**src/rtl/noiseblanker2.sv**
```systemverilog
// noiseblanker2 - impulse noise blanker for the complex (I/Q) baseband path.
//
// Each sample's magnitude is estimated as max(|x|,|y|) + min(|x|,|y|)/2.
// A sample is flagged as an impulse when its magnitude exceeds an absolute
// limit or a multiple of a running average. Samples pass through a DEPTH-deep
// look-ahead delay line, so blanking starts DEPTH samples before the impulse
// emerges and runs HOLD samples past it. A blanked sample is zeroed or
// replaced by the last good output. Bypass mode passes everything through.
//
// Ports:
//   clk, rstn    clock, asynchronous active-low reset
//   dix, diy     I/Q input sample (two's complement, W bits)
//   iv           input valid strobe
//   limit        threshold: mag12 units (rel=0) or avg/16 units (rel=1)
//   rel          threshold select, 0 = absolute, 1 = relative
//   mode         00 bypass, 01 zero, 10 hold last good, 11 zero
//   pkrst        clears peak/nbl; travels with the sample entered with it
//   dox, doy     I/Q output sample, held between ov strobes
//   ov           output valid, three cycles after iv
//   peak         max mag12 since the last pkrst
//   nbl          impulse count since the last pkrst, saturating
module noiseblanker2 #(
  parameter int W     = 18,
  parameter int DEPTH = 4,
  parameter int HOLD  = 4,
  parameter int AVGSH = 8
) (
  input  logic         clk,
  input  logic         rstn,
  input  logic [W-1:0] dix,
  input  logic [W-1:0] diy,
  input  logic         iv,
  input  logic [11:0]  limit,
  input  logic         rel,
  input  logic [1:0]   mode,
  input  logic         pkrst,
  output logic [W-1:0] dox,
  output logic [W-1:0] doy,
  output logic         ov,
  output logic [11:0]  peak,
  output logic [15:0]  nbl
);

  localparam int AW  = (DEPTH > 1) ? $clog2(DEPTH) : 1;
  localparam int CW0 = $clog2(DEPTH + HOLD + 2);
  localparam int CW  = (CW0 < 8) ? 8 : CW0;
  // Loaded with DEPTH+HOLD because the impulse's own output is already counted.
  localparam logic [CW-1:0] BLANK_LOAD = CW'(DEPTH + HOLD);

  // |v| with the most negative code saturated to the largest positive value.
  function automatic logic [W-2:0] abs_sat(input logic [W-1:0] v);
    if (v == {1'b1, {(W-1){1'b0}}}) begin
      abs_sat = {(W-1){1'b1}};
    end else if (v[W-1]) begin
      abs_sat = ~v[W-2:0] + {{(W-2){1'b0}}, 1'b1};
    end else begin
      abs_sat = v[W-2:0];
    end
  endfunction

  // stage A: registered input
  logic [W-1:0] xa_r, ya_r;
  logic         va_r, pka_r;
  // stage B: magnitude plus the sample itself
  logic [W:0]   magb_r;
  logic [W-1:0] xb_r, yb_r;
  logic         vb_r, pkb_r;
  // state
  logic [W:0]   avg_r;
  logic [CW-1:0] cnt_r;
  logic [AW-1:0] wp_r;
  logic [W-1:0] memx_r [DEPTH];
  logic [W-1:0] memy_r [DEPTH];
  logic [W-1:0] holdx_r, holdy_r;

  logic [W-2:0] ax_s, ay_s, mx_s, mn_s, mn_half_s;
  logic [W:0]   mag_s;
  logic [11:0]  mag12_s;
  logic [W+12:0] prod_s, magsh_s;
  logic         pulse_s, blank_s, repl_s;
  logic signed [W+1:0] diff_s, step_s, sum_s;
  logic [W:0]   avg_nx_s;
  logic [W-1:0] dlyx_s, dlyy_s, selx_s, sely_s;

  // Input register stage.
  always_ff @(posedge clk or negedge rstn) begin
    if (!rstn) begin
      xa_r <= {W{1'b0}};
      ya_r <= {W{1'b0}};
      va_r <= 1'b0;
      pka_r <= 1'b0;
    end else begin
      xa_r <= dix;
      ya_r <= diy;
      va_r <= iv;
      pka_r <= pkrst;
    end
  end

  // Magnitude estimate from the registered input.
  always_comb begin
    ax_s = abs_sat(xa_r);
    ay_s = abs_sat(ya_r);
    if (ax_s >= ay_s) begin
      mx_s = ax_s;
      mn_s = ay_s;
    end else begin
      mx_s = ay_s;
      mn_s = ax_s;
    end
    mn_half_s = mn_s >> 1;
    mag_s = {2'b00, mx_s} + {2'b00, mn_half_s};
  end

  // Magnitude register stage; the sample travels alongside toward the delay line.
  always_ff @(posedge clk or negedge rstn) begin
    if (!rstn) begin
      magb_r <= {(W+1){1'b0}};
      xb_r <= {W{1'b0}};
      yb_r <= {W{1'b0}};
      vb_r <= 1'b0;
      pkb_r <= 1'b0;
    end else begin
      magb_r <= mag_s;
      xb_r <= xa_r;
      yb_r <= ya_r;
      vb_r <= va_r;
      pkb_r <= pka_r;
    end
  end

  // Impulse decision, averager step and blank decision for the stage-B sample.
  always_comb begin
    mag12_s = magb_r[W:W-11];
    prod_s  = {12'b0, avg_r} * {{(W+1){1'b0}}, limit};
    magsh_s = {8'b0, magb_r, 4'b0000};
    if (!vb_r) begin
      pulse_s = 1'b0;
    end else if (rel) begin
      pulse_s = (avg_r != {(W+1){1'b0}}) && (magsh_s > prod_s);
    end else begin
      pulse_s = mag12_s > limit;
    end
    diff_s = $signed({1'b0, magb_r}) - $signed({1'b0, avg_r});
    step_s = diff_s >>> AVGSH;
    sum_s  = $signed({1'b0, avg_r}) + step_s;
    // sum never goes negative; the clamp only guards against corrupted state
    if (sum_s[W+1]) begin
      avg_nx_s = {(W+1){1'b0}};
    end else begin
      avg_nx_s = sum_s[W:0];
    end
    // a pulse on this very sample blanks it even though the counter is still idle
    blank_s = pulse_s || (cnt_r != {CW{1'b0}});
    dlyx_s  = memx_r[wp_r];
    dlyy_s  = memy_r[wp_r];
  end

  // Output selection between delayed sample, zero and the last good sample.
  always_comb begin
    selx_s = dlyx_s;
    sely_s = dlyy_s;
    repl_s = 1'b0;
    case (mode)
      2'b00: begin
        repl_s = 1'b0;
      end
      2'b10: begin
        if (blank_s) begin
          repl_s = 1'b1;
          selx_s = holdx_r;
          sely_s = holdy_r;
        end else begin
          repl_s = 1'b0;
        end
      end
      default: begin
        if (blank_s) begin
          repl_s = 1'b1;
          selx_s = {W{1'b0}};
          sely_s = {W{1'b0}};
        end else begin
          repl_s = 1'b0;
        end
      end
    endcase
  end

  // Look-ahead delay line: read the oldest entry, then overwrite it.
  always_ff @(posedge clk or negedge rstn) begin
    if (!rstn) begin
      wp_r <= {AW{1'b0}};
      for (int i = 0; i < DEPTH; i++) begin
        memx_r[i] <= {W{1'b0}};
        memy_r[i] <= {W{1'b0}};
      end
    end else if (vb_r) begin
      memx_r[wp_r] <= xb_r;
      memy_r[wp_r] <= yb_r;
      wp_r <= wp_r + AW'(1);
    end
  end

  // Averager, blank counter, hold register and registered outputs.
  always_ff @(posedge clk or negedge rstn) begin
    if (!rstn) begin
      avg_r <= {(W+1){1'b0}};
      cnt_r <= {CW{1'b0}};
      holdx_r <= {W{1'b0}};
      holdy_r <= {W{1'b0}};
      dox <= {W{1'b0}};
      doy <= {W{1'b0}};
      ov <= 1'b0;
    end else begin
      ov <= vb_r;
      if (vb_r) begin
        avg_r <= avg_nx_s;
        if (pulse_s) begin
          cnt_r <= BLANK_LOAD;
        end else if (cnt_r != {CW{1'b0}}) begin
          cnt_r <= cnt_r - CW'(1);
        end
        dox <= selx_s;
        doy <= sely_s;
        if (!repl_s) begin
          holdx_r <= dlyx_s;
          holdy_r <= dlyy_s;
        end
      end
    end
  end

  // Peak and impulse statistics; pkrst wins over the sample it travels with.
  always_ff @(posedge clk or negedge rstn) begin
    if (!rstn) begin
      peak <= 12'd0;
      nbl <= 16'd0;
    end else if (pkb_r) begin
      peak <= 12'd0;
      nbl <= 16'd0;
    end else if (vb_r) begin
      if (mag12_s > peak) begin
        peak <= mag12_s;
      end
      if (pulse_s && (nbl != 16'hFFFF)) begin
        nbl <= nbl + 16'd1;
      end
    end
  end

endmodule
```
**config.mk**
```make
export PLATFORM = sky130hd
export DESIGN_NAME = noiseblanker2
export DESIGN_NICKNAME = d
export VERILOG_FILES = /design/src/rtl/noiseblanker2.sv
export SDC_FILE = /design/constraint.sdc
export NUM_CORES = 1
export LEC_CHECK = 0
export CORE_ASPECT_RATIO = 1.4
export CORE_MARGIN = 4
export CORE_UTILIZATION = 55
export DETAILED_ROUTE_END_ITERATION = 16
export GPL_ROUTABILITY_DRIVEN = 0
export PLACE_DENSITY_LB_ADDON = 0.2
export SLEW_MARGIN = 20
export SYNTH_ARGS = -nofsm -noshare
export SYNTH_HDL_FRONTEND = slang
export SYNTH_SLANG_ARGS = --single-unit
export TNS_END_PERCENT = 50
```
**constraint.sdc**
```tcl
create_clock -name clk -period 12.55 [get_ports clk]
set_input_delay 2.51 -clock clk [delete_from_list [all_inputs] [get_ports clk]]
set_output_delay 2.51 -clock clk [all_outputs]
set_load 0.01 [all_outputs]
```
Word level (Yosys, flattened, before mapping)
Cells that the tools add are included.
{"block": "totals", "elab_cells": 100, "output_inout_bits": 65, "regBits": 368}
{"block": "op_classes", "magnitude_cmp": 6, "multipliers": 1, "n_bitwise": 4, "mux": 35, "n_reduce_logical": 15, "addsub": 8, "eq_ne": 4}
{"op": "18-bit 2-to-1 mux", "count": 9}
{"op": "72-bit bitwise mux", "count": 2}
{"op": "17-bit 2-to-1 mux", "count": 6}
{"op": "18-bit binary-select mux with 2-bit select", "count": 2}
{"op": "18-bit case mux with 2 select lines", "count": 2}
{"op": "16-bit 2-to-1 mux", "count": 3}
{"op": "18-bit demux with 2-bit select", "count": 1}
{"op": "18-bit equality test (second input constant)", "count": 2}
{"op": "12-bit 2-to-1 mux", "count": 3}
{"op": "17-bit by 1-bit adder with 17-bit output (second input constant)", "count": 2}
{"op": "17-bit inverter", "count": 2}
{"op": "22-bit by 31-bit greater-than comparator with 1-bit output", "count": 1}
{"op": "19-bit by 12-bit multiplier with 31-bit output", "count": 1}
{"op": "11-bit by 12-bit greater-than comparator with 1-bit output", "count": 2}
{"op": "20-bit by 12-bit adder with 20-bit output", "count": 1}
{"op": "18-bit by 19-bit subtractor with 20-bit output", "count": 1}
{"op": "19-bit 2-to-1 mux", "count": 1}
{"op": "19-bit nonzero test", "count": 1}
{"op": "17-bit by 16-bit adder with 18-bit output", "count": 1}
{"op": "17-bit >= comparator", "count": 1}
{"op": "16-bit by 1-bit adder with 16-bit output (second input constant)", "count": 1}
{"op": "8-bit 2-to-1 mux", "count": 2}
{"op": "16-bit != test (second input constant)", "count": 1}
{"op": "2-bit AND reduction", "count": 4}
{"op": "other kinds (13)", "count": 21}

Depth between registers and ports, before layout
{"block": "depth", "ltp_word": 10, "mapped_depth": 37}

Least setup slack after synthesis
No wires, ideal clock.
{"block": "synth_timing", "path_kind": "input port to flip-flop", "from": "input port limit[4]", "to": "register holdx_r[0]", "t_arrival_ns": 9.524, "setup_slack_ns": 2.908, "path_stages": 33, "required_time_ns": 12.432, "cell_sequence": "clkbuf_1 > clkbuf_1 > nand2_1 > fa_1 > fa_1 > inv_1 > fa_1 > fa_1 > inv_1 > fa_1 > inv_1 > ha_1 > a21o_1 > a211o_1 > a31oi_2 > a21oi_2 > nand3_1 > o21ai_0 > xnor2_1 > ha_1 > a21oi_1 > o21ai_0 > a2111oi_0 > o21ai_0 > or3_1 > o2111ai_1 > nor4_1 > a21oi_2 > a31oi_4 > buf_4 > buf_4 > nand2_1 > nand2_1"}
{"block": "synth_via", "elab_chain_len": 10, "elab_cells_between_ends": 11}
{"element": "from (decl)", "line_no": "33", "text": "input logic [11:0] limit,"}
{"element": "19-bit by 12-bit multiplier with 31-bit output", "line_no": "135", "text": "prod_s = {12'b0, avg_r} * {{(W+1){1'b0}}, limit};"}
{"element": "22-bit by 31-bit greater-than comparator with 1-bit output", "line_no": "140", "text": "pulse_s = (avg_r != {(W+1){1'b0}}) && (magsh_s > prod_s);"}
{"element": "1-bit logical AND", "line_no": "140"}
{"element": "1-bit 2-to-1 mux *", "line_no": "139", "text": "end else if (rel) begin"}
{"element": "1-bit 2-to-1 mux *", "line_no": "137", "text": "if (!vb_r) begin"}
{"element": "1-bit logical OR *", "line_no": "154", "text": "blank_s = pulse_s || (cnt_r != {CW{1'b0}});"}
{"element": "1-bit 2-to-1 mux *", "line_no": "169, 178"}
{"element": "1-bit 2-to-1 mux *"}
{"element": "1-bit inverter (no line) *"}
{"element": "2-bit AND reduction (no line) *"}
{"element": "to (signal assigned)", "line_no": "209", "text": "holdx_r <= {W{1'b0}};"}
{"element": "to (signal assigned)", "line_no": "226", "text": "holdx_r <= dlyx_s;"}
{"element": "to (decl)", "line_no": "74", "text": "logic [W-1:0] holdx_r, holdy_r;"}
Mark *: on every way between the ends. The rest lies on a longest branch, timed or not.
A chain may end at the register's enable or synchronous reset.

Worst setup path after layout
{"block": "layout_timing", "from": "input port limit[6]", "to": "register dox[2]"}
{"block": "layout_via", "elab_chain_len": 8, "elab_cells_between_ends": 10}
{"element": "19-bit by 12-bit multiplier with 31-bit output", "line_no": "135"}
{"element": "22-bit by 31-bit greater-than comparator with 1-bit output", "line_no": "140"}
{"element": "1-bit logical AND", "line_no": "140"}
{"element": "1-bit 2-to-1 mux *", "line_no": "139"}
{"element": "1-bit 2-to-1 mux *", "line_no": "137"}
{"element": "1-bit logical OR *", "line_no": "154"}
{"element": "18-bit 2-to-1 mux, on equally long branches", "line_no": "178, 169"}
{"element": "18-bit case mux with 2 select lines *", "line_no": "164", "text": "case (mode)"}
{"element": "to (signal assigned)", "line_no": "211", "text": "dox <= {W{1'b0}};"}
{"element": "to (signal assigned)", "line_no": "223", "text": "dox <= selx_s;"}
{"element": "to (decl)", "line_no": "37", "text": "output logic [W-1:0] dox,"}
Marked as above.

==> reports/results.txt <==
Result of the run -> completed
Largest cells by area after synthesis -> dfrtp_1 (35%), fa_1 (13%), ha_1 (8.9%)
Cts bufs inserted -> 36
Count of TritonRoute iterations in the first routing pass -> 7
Register clock-pin slew on the reported worst setup and hold paths -> 60 ps
Max-cap violations -> 0
Synthesized-area fraction occupied by and/or/nand/nor cells -> 14.10%
Multiplexer area fraction after synthesis -> 9.902%
Post-CTS setup-driven buffer insertion count -> 0
Post-cts sizing count -> 0
Number of hold buffers added after cts -> 0
Ratio of routed vias to standard cells -> 5.822
Signed area change from the synthesized netlist to the final layout -> 10.94%
Congestion Overflow GR -> 0
Hold Path Stages -> 0
Synthesis-stage register bit count -> 367
Category of the most critical setup path -> in -> reg
Combined area of all synthesized cells -> 26070 um2
Placement-stage worst setup slack -> 1049 ps
Data required, critical path -> 12960 ps
Critical path launch point type -> input port
Share of synthesized area occupied by flip-flops and latches -> 35.23%
IO Port Bufs -> 118
Final setup margin -> 1440 ps
Number of core rows -> 94
Final setup vio count -> 0
Yosys warnings -> 0
TritonCTS clock tree -> done
Worst-Skew Late Latency -> 540 ps
Sum of net half-perimeters after detailed placement -> 50480 um
Number of sinks driven by the clock tree -> 367
Wire length of the first global-routing pass -> 109600 um
Final Hold Viols -> 0
Shortest period the worst path allows -> 11110 ps
Proportion of layout cells with a drive suffix above 1 -> 10.80%
Number of fill cells -> 3821
Vias in the first global route -> 20591
Area share of fa/ha/maj cells after synthesis -> 22.14%
Final Max Slew Viols -> 0
Post-synth EDFFs -> 0
Number of cells traversed by the worst register-to-register path -> 30
Die outline area -> 50990 um2
Main combinational cell family by area after synthesis -> adder cells
Most common flop cell mapped by yosys -> dfrtp_1
Root buffer cell -> clkbuf_16
Sum Neg Setup Slack -> 0 ps
Biggest area consumer among synthesized cells -> dfrtp_1
Path category of the worst min-delay check -> reg -> reg
Syn_nets -> 3006
CP max-delay cell -> clkdlybuf4s50_1
Core area -> 46930 um2
Vias post-DR -> 19218
Slew margin rel. -> 23.91%
Post-detailed-route count of antenna-violating nets -> 0
Largest incremental delay on the critical path -> 870 ps
Horiz. Die Dim -> 192 um
Xor/xnor cell area share of the yosys netlist -> 3.480%
Effective utilization at floorplan -> 55.55%
Number of antenna violations at the first check in global routing -> 0
Iteration-0 DRC Markers -> 1506
Share of synthesized flip-flops with an asynchronous set or reset -> 100.0%
Share of the cycle needed by the critical path after routing -> 88.53%
Per-cell routed wire length -> 20.70 um
Worst-Margin Slew -> 1137 ps
Largest registers -> memx_r (72), memy_r (72), avg_r (19)
Distinct cell type count after synthesis -> 78
Overall track demand over capacity in global routing -> 27.34%
Fraction of the mapped netlist area in compound gates -> 8.980%
Maximum number of pins on one net before global-route repair -> 177
Maximum clock rate -> 90.01 MHz
Setup repair after global routing missed its margin -> no
CP endpoint kind -> flip-flop
Ant diodes -> 0
Final wirelength -> 68340 um
Worst-path fanout max -> 71
Post-Synthesis Mean Instance Area -> 10.05 um2
Number of top-level pins -> 120
Net count reported at finish -> 3066
Leading post-synthesis cells by instance count -> dfrtp_1 (367), nand2_1 (346), inv_1 (300)
Synthesized instance count -> 2593
Depth of the CTS H-tree -> 2
Maximum clock insertion buffer count -> 3
Cell seen most often among critical-path stages -> fa_1
Largest clock skew in the final design -> 40.36 ps
DRC Markers -> 0
Most common cell in the netlist -> dfrtp_1
Worst hold margin -> 348.7 ps
Die H -> 265.6 um
Arrival time of the worst setup path -> 11520 ps
Area fraction of the dominant cell type after synthesis -> 35.23%
## final timing paths
path | slack, ps | to | start
setup / recovery | 1440 | dox[2]$_DFFE_PN0P_ | limit[6]
min in group asynchronous | 2040 | dox[16]$_DFFE_PN0P_ | rstn
hold / removal | 350 | pkb_r$_DFF_PN0_ | pka_r$_DFF_PN0_
setup reg to reg | 3630 | dox[2]$_DFFE_PN0P_ | avg_r[2]$_DFFE_PN0P_
hold reg to reg | 350 | pkb_r$_DFF_PN0_ | pka_r$_DFF_PN0_
max in group asynchronous | 8890 | wp_r[0]$_DFFE_PN0P_ | rstn
## per-layer routing
layer  routed length (um)  vias to the layer above  part of all wire [%]  GRT usage, %
met4                 5674                        0                   8.3         18.13
met3                 3458                      263                   5.1         4.174
met5                    0                        -                     0             0
li1                     -                     8772                     -             -
met1                24650                     9540                    36         30.65
met2                34560                      643                    51         47.93
## worst max-delay path: cells and delay by family
kind | cells | cell delay, ps
adders and majority gates | 7 | 3090
xor gates and xnor gates | 1 | 170
and+or+nand+nor | 11 | 1770
buffers and inverters | 8 | 2380
AOI/OAI and AO/OA | 6 | 1500
## layout by cell type, fill, tap and decap left out, types with 6 or more instances in the layout
cell type and n:
mux2_2 147, clkbuf_8 8, o21ai_1 7, xor2_1 38
clkdlybuf4s50_1 117, nor3_1 37, or3_1 8, o211ai_1 6
and2_1 30, mux4_2 36, or4_1 11, nand3_1 48
a22oi_1 33, o21ai_0 65, xnor2_1 61, nor2_1 181
ha_1 186, nor4_1 12, dfrtp_1 365, nand2_1 344
nor2b_1 17, a21oi_1 98, a31oi_1 18, and3_1 15
mux2i_1 10, fa_1 172, buf_4 18, clkbuf_16 38
nand2b_1 46, a21o_1 33, o31ai_1 12, a211o_1 6
o21bai_1 8, inv_1 300, o21a_1 14, o41ai_1 7
nand4_1 18
## logic make-up after synthesis
group | Yosys count
AND/OR/NAND/NOR | 800
AO/OA/AOI/OAI | 356
flip-flops | 367
XOR/XNOR | 101
buffers and inverters | 416
adder cells (fa/ha/maj) | 358
other | 1
multiplexers | 194
## stage by stage
stage          std cells  cell area (um2)  util (%)
2_1_floorplan       2593            26070         -
6_report            3301            28920     61.63
3_5_place_dp        3239            27750     59.14
4_1_cts             3301            28920     61.62
5_1_grt             3301            28920     61.63
3_3_place_gp        3239            27750     59.13
## cell type report
| cell class | count | area [um2] | share of cell area, % |
|---|---|---|---|
| Inverter | 301 | 1130 | 3.907 |
| Clock inverter | 11 | 82.58 | 0.2855 |
| Clock buffer | 51 | 1080 | 3.734 |
| Multi-Input combinational cell | 1810 | 15320 | 52.97 |
| Tap cell | 624 | 780.7 | 2.700 |
| Timing Repair Buffer | 137 | 1341 | 4.638 |
| Sequential cell | 367 | 9186 | 31.76 |
Power is not shown: default switching activity piles up to over one toggle a cycle in this logic, so the estimate is an artifact.
